`config.mk`:
```
export PLATFORM = sky130hd
export DESIGN_NAME = logic_edge_monitor
export DESIGN_NICKNAME = d
export VERILOG_FILES = /design/src/rtl/logic_edge_monitor_pkg.sv /design/src/rtl/logic_edge_monitor_fifo.sv /design/src/rtl/logic_edge_monitor.sv
export SDC_FILE = /design/constraint.sdc
export NUM_CORES = 1
export LEC_CHECK = 0
export ABC_AREA = 1
export CAP_MARGIN = 20
export CORE_UTILIZATION = 50
export CTS_BUF_LIST = sky130_fd_sc_hd__clkbuf_4
export CTS_CLUSTER_SIZE = 24
export DETAILED_ROUTE_END_ITERATION = 10
export PLACE_DENSITY = 0.67
export SLEW_MARGIN = 30
export SYNTH_ARGS = -nofsm -noshare
export SYNTH_HDL_FRONTEND = slang
export SYNTH_HIERARCHICAL = 1
export SYNTH_SLANG_ARGS = --single-unit
```
`constraint.sdc`:
```
create_clock -name clk -period 3.9 [get_ports clk]
set_clock_uncertainty 0.05 [all_clocks]
set_input_delay 1.17 -clock clk [delete_from_list [all_inputs] [get_ports clk]]
set_output_delay 1.17 -clock clk [all_outputs]
set_load 0.1 [all_outputs]
```
`src/rtl/logic_edge_monitor_pkg.sv`:
```
// logic_edge_monitor_pkg
//   Shared types for the logic edge monitor: FSM state encoding, the per-event
//   flag pair carried alongside each timestamp, and default widths.
//   The optional unknown-cycle counter is enabled by the macro
//   LOGIC_EDGE_MONITOR_XCOUNT_EN (see logic_edge_monitor.sv).
package logic_edge_monitor_pkg;

  localparam int TS_W_DEFAULT  = 16;
  localparam int DEPTH_DEFAULT = 8;

  typedef enum logic [1:0] {
    IDLE = 2'd0,
    SNAP = 2'd1,
    RUN  = 2'd2
  } state_e;

  // Value/unknown pair of one sample. The full event record is
  // {ts[TS_W-1:0], ev_flags_t}; it is declared in the top so it can follow TS_W.
  typedef struct packed {
    logic val;
    logic x;
  } ev_flags_t;

  // A sample whose unknown rail is set is recorded with val forced to 0, so
  // equal X samples compare equal regardless of the value rail.
  function automatic ev_flags_t make_flags(input logic val, input logic x);
    ev_flags_t f;
    f.val = val & ~x;
    f.x   = x;
    return f;
  endfunction

endpackage

```
`src/rtl/logic_edge_monitor_fifo.sv`:
```
// logic_edge_monitor_fifo
//   Synchronous show-ahead FIFO of DEPTH entries (power of 2, >= 2).
//   Full/empty are derived from read/write pointers carrying an extra wrap bit.
//   Ports:
//     clk, rst_n        clock, synchronous active-low reset (pointers only)
//     push_i, data_i    write request and data; ignored when full unless popping
//     pop_i             read request; ignored when empty (no bypass)
//     data_o            head entry, valid while empty_o = 0
//     empty_o, full_o   occupancy flags
module logic_edge_monitor_fifo #(
  parameter int WIDTH = 18,
  parameter int DEPTH = 8
) (
  input  logic             clk,
  input  logic             rst_n,
  input  logic             push_i,
  input  logic [WIDTH-1:0] data_i,
  input  logic             pop_i,
  output logic [WIDTH-1:0] data_o,
  output logic             empty_o,
  output logic             full_o
);

  localparam int AW = $clog2(DEPTH);

  logic [AW:0]      wr_ptr_q, rd_ptr_q;
  logic [WIDTH-1:0] mem_q [DEPTH];
  logic             do_push, do_pop;

  assign empty_o = (wr_ptr_q == rd_ptr_q);
  assign full_o  = (wr_ptr_q[AW] != rd_ptr_q[AW]) &&
                   (wr_ptr_q[AW-1:0] == rd_ptr_q[AW-1:0]);

  // A pop frees the head slot in the same edge, so a push into a full FIFO
  // succeeds when it coincides with a pop. A pop on an empty FIFO is dropped,
  // so a simultaneous push is never bypassed to the output.
  assign do_pop  = pop_i & ~empty_o;
  assign do_push = push_i & (~full_o | do_pop);

  assign data_o = mem_q[rd_ptr_q[AW-1:0]];

  // NOTE: sequential state uses non-blocking assignments so every register
  // samples the pre-edge values of its neighbours.
  always_ff @(posedge clk) begin
    if (!rst_n) begin
      wr_ptr_q <= '0;
      rd_ptr_q <= '0;
    end else begin
      if (do_push) wr_ptr_q <= wr_ptr_q + 1'b1;
      if (do_pop)  rd_ptr_q <= rd_ptr_q + 1'b1;
    end
  end

  // NOTE: storage is deliberately not reset; entries are only ever read
  // behind the pointers, which are reset.
  always_ff @(posedge clk) begin
    if (do_push) mem_q[wr_ptr_q[AW-1:0]] <= data_i;
  end

endmodule

```
`src/rtl/logic_edge_monitor.sv`:
```
// logic_edge_monitor
//   Observes a dual-rail (value/unknown) single-bit signal, emits a timestamped
//   event on every value or unknown-state change and queues the events in a
//   show-ahead FIFO drained over a valid/ready handshake.
//   Ports:
//     clk, rst_n          clock, synchronous active-low reset
//     en                  monitor enable (IDLE -> SNAP -> RUN)
//     sig_val, sig_x      observed value rail / unknown rail (1 = X)
//     ev_valid, ev_ready  event handshake; pop when both are high
//     ev_ts, ev_val, ev_x head event record (all 0 while the FIFO is empty)
//     overflow            sticky: at least one event was dropped
//     x_cycles            sampled cycles with sig_x = 1, saturating; present
//                         only when LOGIC_EDGE_MONITOR_XCOUNT_EN is defined
module logic_edge_monitor
  import logic_edge_monitor_pkg::*;
#(
  parameter int TS_W  = TS_W_DEFAULT,
  parameter int DEPTH = DEPTH_DEFAULT
) (
  input  logic            clk,
  input  logic            rst_n,
  input  logic            en,
  input  logic            sig_val,
  input  logic            sig_x,
  output logic            ev_valid,
  input  logic            ev_ready,
  output logic [TS_W-1:0] ev_ts,
  output logic            ev_val,
  output logic            ev_x,
  output logic            overflow
`ifdef LOGIC_EDGE_MONITOR_XCOUNT_EN
  ,
  output logic [TS_W-1:0] x_cycles
`endif
);

  typedef struct packed {
    logic [TS_W-1:0] ts;
    ev_flags_t       flags;
  } ev_rec_t;

  localparam int REC_W = $bits(ev_rec_t);

  state_e          state_q, state_d;
  logic [TS_W-1:0] ts_q, ts_d;
  ev_flags_t       prev_q, prev_d;
  logic            overflow_q, overflow_d;

  ev_flags_t cur;
  ev_rec_t   push_rec, head_rec;
  logic      sampling, changed, ev_push, fifo_empty, fifo_full, dropped;

  assign cur      = make_flags(sig_val, sig_x);
  assign sampling = (state_q != IDLE);
  // X->X is never a change: both records carry val=0 once masked.
  assign changed  = (cur != prev_q);
  assign push_rec = '{ts: ts_q, flags: cur};
  assign dropped  = ev_push & fifo_full & ~(ev_ready & ~fifo_empty);

  // NOTE: every signal written here gets a default first so no path leaves
  // one unassigned, which would otherwise infer a latch.
  always_comb begin
    state_d    = state_q;
    ev_push    = 1'b0;
    ts_d       = '0;
    prev_d     = prev_q;
    overflow_d = overflow_q | dropped;
    case (state_q)
      IDLE: if (en) state_d = SNAP;
      SNAP: begin
        ev_push = 1'b1;
        state_d = en ? RUN : IDLE;
      end
      RUN: begin
        ev_push = changed;
        if (!en) state_d = IDLE;
      end
      default: state_d = IDLE;
    endcase
    // ts is 0 in IDLE, so SNAP always records ts=0; it wraps silently.
    if (sampling) begin
      ts_d   = ts_q + TS_W'(1);
      prev_d = cur;
    end
  end

  always_ff @(posedge clk) begin
    if (!rst_n) begin
      state_q    <= IDLE;
      ts_q       <= '0;
      prev_q     <= '0;
      overflow_q <= 1'b0;
    end else begin
      state_q    <= state_d;
      ts_q       <= ts_d;
      prev_q     <= prev_d;
      overflow_q <= overflow_d;
    end
  end

  logic [REC_W-1:0] head_bits;

  logic_edge_monitor_fifo #(
    .WIDTH (REC_W),
    .DEPTH (DEPTH)
  ) u_fifo (
    .clk     (clk),
    .rst_n   (rst_n),
    .push_i  (ev_push),
    .data_i  (push_rec),
    .pop_i   (ev_ready),
    .data_o  (head_bits),
    .empty_o (fifo_empty),
    .full_o  (fifo_full)
  );

  // Storage is unreset, so the head is masked while empty to give clean zeros.
  assign head_rec = fifo_empty ? '0 : ev_rec_t'(head_bits);
  assign ev_valid = ~fifo_empty;
  assign ev_ts    = head_rec.ts;
  assign ev_val   = head_rec.flags.val;
  assign ev_x     = head_rec.flags.x;
  assign overflow = overflow_q;

`ifdef LOGIC_EDGE_MONITOR_XCOUNT_EN
  logic [TS_W-1:0] x_cnt_q, x_cnt_d;

  always_comb begin
    x_cnt_d = x_cnt_q;
    if (sampling && cur.x && (x_cnt_q != '1)) x_cnt_d = x_cnt_q + TS_W'(1);
  end

  always_ff @(posedge clk) begin
    if (!rst_n) x_cnt_q <= '0;
    else        x_cnt_q <= x_cnt_d;
  end

  assign x_cycles = x_cnt_q;
`endif

endmodule
```
=== After elaboration in Yosys (flattened, before gate mapping) ===
Memories as Yosys holds them, arrays and structs flattened. A register that Yosys moved wholly into a read port is not among the register bits.
Index checks and enable logic that the tools add are counted.

* Memory bits (writable): 144
* Bits in registers: 29
* Output and inout bits: 20
* Input port bits: 6
* Memories: 1

{| class="wikitable"
|+ Memories
! name !! depth !! bits a word !! read ports !! clocked after memory_dff !! wr ports !! RTL line !! RTL
|-
| u_fifo.mem_q || 8 || 18 || 1 || 1 || 1 || logic_edge_monitor_fifo.sv:27 || <nowiki>logic [WIDTH-1:0] mem_q [DEPTH];</nowiki>
|}

* Muxes and demuxes: 10
* Add/sub/neg operators: 3
* Reduce and logical (&&, ||, !) cells: 5
* Equal/unequal tests: 8
* Bitwise gates (word level): 11

{| class="wikitable"
|+ Operator list
! operator !! number
|-
| $mux 18 || 1
|-
| $add 16x1->16 const B || 1
|-
| $add 4x1->4 const B || 2
|-
| $mux 2 || 3
|-
| $mux 3 || 2
|-
| $pmux 2 s3 || 1
|-
| $and 1x1->1 || 5
|-
| $eq 4x4->1 || 1
|-
| $ne 2x2->1 const B || 2
|-
| $not 1->1 || 4
|-
| $reduce_and 2->1 || 2
|-
| $eq 3x3->1 || 1
|-
| $eq 2x1->1 const B || 1
|-
| $eq 2x2->1 const B || 1
|-
| $logic_not 2->1 || 1
|-
| $mux 1 || 2
|-
| $ne 2x2->1 || 1
|-
| $or 1x1->1 || 2
|-
| $pmux 1 s2 || 1
|-
| $reduce_bool 2->1 || 1
|-
| $logic_and 1x1->1 || 1
|-
| $ne 1x1->1 || 1
|}

=== Longest topological paths before layout ===
* Word-level depth: 7
* Mapped depth: 11

=== By module ===
Netlist, hierarchy kept.

{| class="wikitable"
|+ By module, submodules not included
! module !! sequential area each (um^2) !! cells an instance !! times used !! area an instance (um^2)
|-
| logic_edge_monitor_fifo || 4544.4 || 512 || 1 || 6189.7
|-
| logic_edge_monitor || 420.4 || 179 || 1 || 1184.9
|}

=== Worst setup path before layout ===
Ideal clock, no wire load.

* Path type: register -> output
* Start: reg u_fifo.wr_ptr_q[1]
* End: out ev_ts[10]
* Data arrival time: 2.379 ns
* Data required time: 2.680 ns
* Cell stages (with the launch flop): 9
* Path slack: 0.301 ns
* Path through: dfxtp_1 -> nand2_1 -> nand2_1 -> nor2_4 -> nand3_2 -> inv_1 -> buf_2 -> buf_1 -> nor2_1

* Word-level cells in the longest chain between the ends: 2

{| class="wikitable"
|+ Ends and longest elaborated chain
! element !! RTL line !! RTL
|-
| start, declared || logic_edge_monitor_fifo.sv:26 || <nowiki>logic [AW:0] wr_ptr_q, rd_ptr_q;</nowiki>
|-
| start signal, assigned || logic_edge_monitor_fifo.sv:49 || <nowiki>if (do_push) wr_ptr_q <= wr_ptr_q + 1'b1;</nowiki>
|-
| $eq 4x4->1 || logic_edge_monitor_fifo.sv:30 || <nowiki>assign empty_o = (wr_ptr_q == rd_ptr_q);</nowiki>
|-
| named net fifo_empty || logic_edge_monitor.sv:51 || <nowiki>logic sampling, changed, ev_push, fifo_empty, fifo_full, dropped;</nowiki>
|-
| $mux 18 || logic_edge_monitor.sv:118 || <nowiki>assign head_rec = fifo_empty ? '0 : ev_rec_t'(head_bits);</nowiki>
|-
| end, declared || logic_edge_monitor.sv:27 || <nowiki>output logic [TS_W-1:0] ev_ts,</nowiki>
|}

The timed path passes the listed nets, and every way through them passes these cells.

==> impl_metrics.ini <==
[status]
status = finished, final reports clean

[routing]
route.vias.total = 5121
vias_per_cell = 5.506
antenna_left = 0
wl_um = 16210
wl_per_cell_um = 17.43
drt_first_pass_iters = 5
drtIter0Drc = 520
drc = 0

[synthesis]
synth-compound-area-share = 0.1028
seq_area_frac_synth = 0.6732
synth_nets = 703
synth-warning-count = 6
yosys-mux-area-fraction = 0
synth_cells = 691
syn_area_per_cell_um2 = 10.67
synth.distinct_cells = 33
syn_area_mm2 = 0.007375
synth_top_family_by_area = simple AND/OR/NAND/NOR gates
synthAdderAreaFrac = 0.01018
synth_xor_area_frac = 0.008144
synthSimpleGateAreaFrac = 0.1586
ys_ff_latch = 176

[setup_path]
critPathArrivalTime_ns = 2.49
start_kind = flop
path_max_fanout = 36
crit_type = reg -> out
critPathRequiredTime_ns = 2.68
setup.worst_path.end_class = primary output

[pwr]
p_leak_nw = 2.984
finalPower_w = 0.004379
powerDensity_mw_per_mm2 = 517.3
peakVddDrop_mv = 0.3414

[placed_design]
post-place-ws_ns = 0.4477
dpl_cell_area_mm2 = 0.008110
numPortBuffers = 25
gp_congestion = 0.8383
dp_hpwl_um = 10380

[finish]
fill_cells = 1177
multi_input_area_mm2 = 0.002081
register_area_mm2 = 0.004969
mostFrequentLayoutCell = edfxtp_1
final_cell_mix = edfxtp_1, nor2_1, nand2_1
postLayoutCellArea_mm2 = 0.008464
area_delta_synth_final_pct = 14.78
drive_above_1_share = 0.1436
nets = 744

[global_route]
grtUsageTotal = 0.2306
grt_pass1_wl_um = 25550
grt_pass1_vias = 4941
grt-busiest-layer = met2
antenna_found_initial = 1
grtUsageMet3 = 0.04151
met2_usage = 0.3586
grt_overflow = 0
grt_max_degree = 61
grt_util_met1 = 0.3207

[clocking]
clockBufferDepth = 2
cts_sinks = 176
cts_tree = yes
cts_buffers = 17
cts.clk_slew.worst_paths_ns = 0.12
clk_latency_ns = 0.56
htree_levels = 4
cts_root_buffer = clkbuf_4

[timing]
post-route-min-period_ns = 3.711
max-slew-margin-rel = 0.5777
setup_ws_ns = 0.1893
max_freq_mhz = 269.5
setup_viol = 0
fin_crit_sh = 0.9514
slew_violations = 0
fin_tns_setup_ns = 0
tightestPinTransition_ns = 0.6295
rsz0062_at_grt = no
finalHoldViolations = 0

[floorplanning]
start_util = 0.5093
die_area_mm2 = 0.01524
io_pins = 26
core_mm2 = 0.01448
row_count = 44
die_y_um = 123.4
die_w_um = 123.4

[worst_hold_path]
hold_class = reg -> reg

[run]
drv_cap = 0
## cells in the mapped netlist (all sizes together)
| cell | count | area [um^2] |
|---|---|---|
| nand4 | 4 | 40.04 |
| a31oi | 18 | 112.6 |
| nand3 | 21 | 125.1 |
| clkinv | 1 | 3.750 |
| nand2 | 98 | 385.4 |
| a21oi | 40 | 200.2 |
| dfxtp | 32 | 640.6 |
| nor2 | 145 | 566.8 |
| xor2 | 2 | 17.52 |
| clkbuf | 11 | 42.54 |
| a211oi | 2 | 15.01 |
| o21ai | 83 | 415.4 |
| inv | 57 | 214.0 |
| edfxtp | 144 | 4324 |
| xnor2 | 4 | 42.55 |
| nor3 | 5 | 52.55 |
| a21boi | 2 | 15.01 |
| buf | 16 | 86.33 |
| ha | 6 | 75.07 |
## state kept, by name (all words and copies together) (netlist names), named ones only
name and count:
u_fifo/mem_q 144, state_q 2, u_fifo/rd_ptr_q 4, overflow 1, u_fifo/wr_ptr_q 4, prev_q 2
ts_q 16
## final cells by class
class | count | share of cell area
Clock inverter | 13 | 0.01996
Multi-Input combinational cell | 430 | 0.2458
Timing Repair Buffer | 49 | 0.07701
Sequential cell | 176 | 0.5870
Clock buffer | 19 | 0.01685
Antenna cell | 1 | 0.0002956
Tap cell | 184 | 0.02720
Inverter | 58 | 0.02587
## layer usage
metal	share of wire	vias up	wire length [um]
met5	0	-	0
met4	0.017	0	282
met3	0.057	27	927
met2	0.48	144	7715
met1	0.45	2504	7288
li1	-	2446	-
## final timing paths
path | start | end | slack (ns) | depth (start not counted)
worst min register to register | overflow | overflow | 0.41 | 2
worst max register to register | state_q[1] | u_fifo/mem_q[2][3] | 1.71 | 7
worst max-delay path | flop | ev_ts[7] | 0.19 | 8
worst min-delay path | overflow | overflow | 0.41 | 2
## critical path, stage by stage (launching register included)
cell and delay, ns:
dfxtp_1 0.37, buf_4 0.37, o21ai_0 0.20, o21ai_0 0.26, a21oi_1 0.08, a31oi_1 0.19, inv_1 0.06, nor2_1 0.17
buf_12 0.20
## through the flow
step	hold slack, ns	util	instances
floorplan	0.3978	-	691
global placement	0.3941	0.5601	895
detailed placement	0.4023	0.5601	895
CTS	0.4205	0.5818	927
global route	0.4649	0.5846	930
finish	0.4129	0.5846	930
## report_power, final
group          total [W]  internal, W  switching [W]
clock            0.00110     0.000514       0.000589
sequential       0.00206      0.00203      0.0000294
combinational    0.00122     0.000376       0.000839
total            0.00438      0.00292        0.00146
## repair_timing
item	4_1_cts	5_1_grt
gates resized for setup	1	2
cloned	0	1
pin swaps	0	0
buffers inserted	0	1
setup endpoints to repair	9	9
hold buffers	0	0
## cell families (layout without fill, tap and decap cells)
| group | count (synthesis) | count (layout) |
|---|---|---|
| buffers and inverters | 85 | 139 |
| AO/OA/AOI/OAI | 145 | 145 |
| flip-flops | 176 | 176 |
| XOR/XNOR | 6 | 6 |
| other | 0 | 1 |
| AND/OR/NAND/NOR | 273 | 273 |
| adder cells (fa/ha/maj) | 6 | 6 |
(Power assumes the default switching activity.)
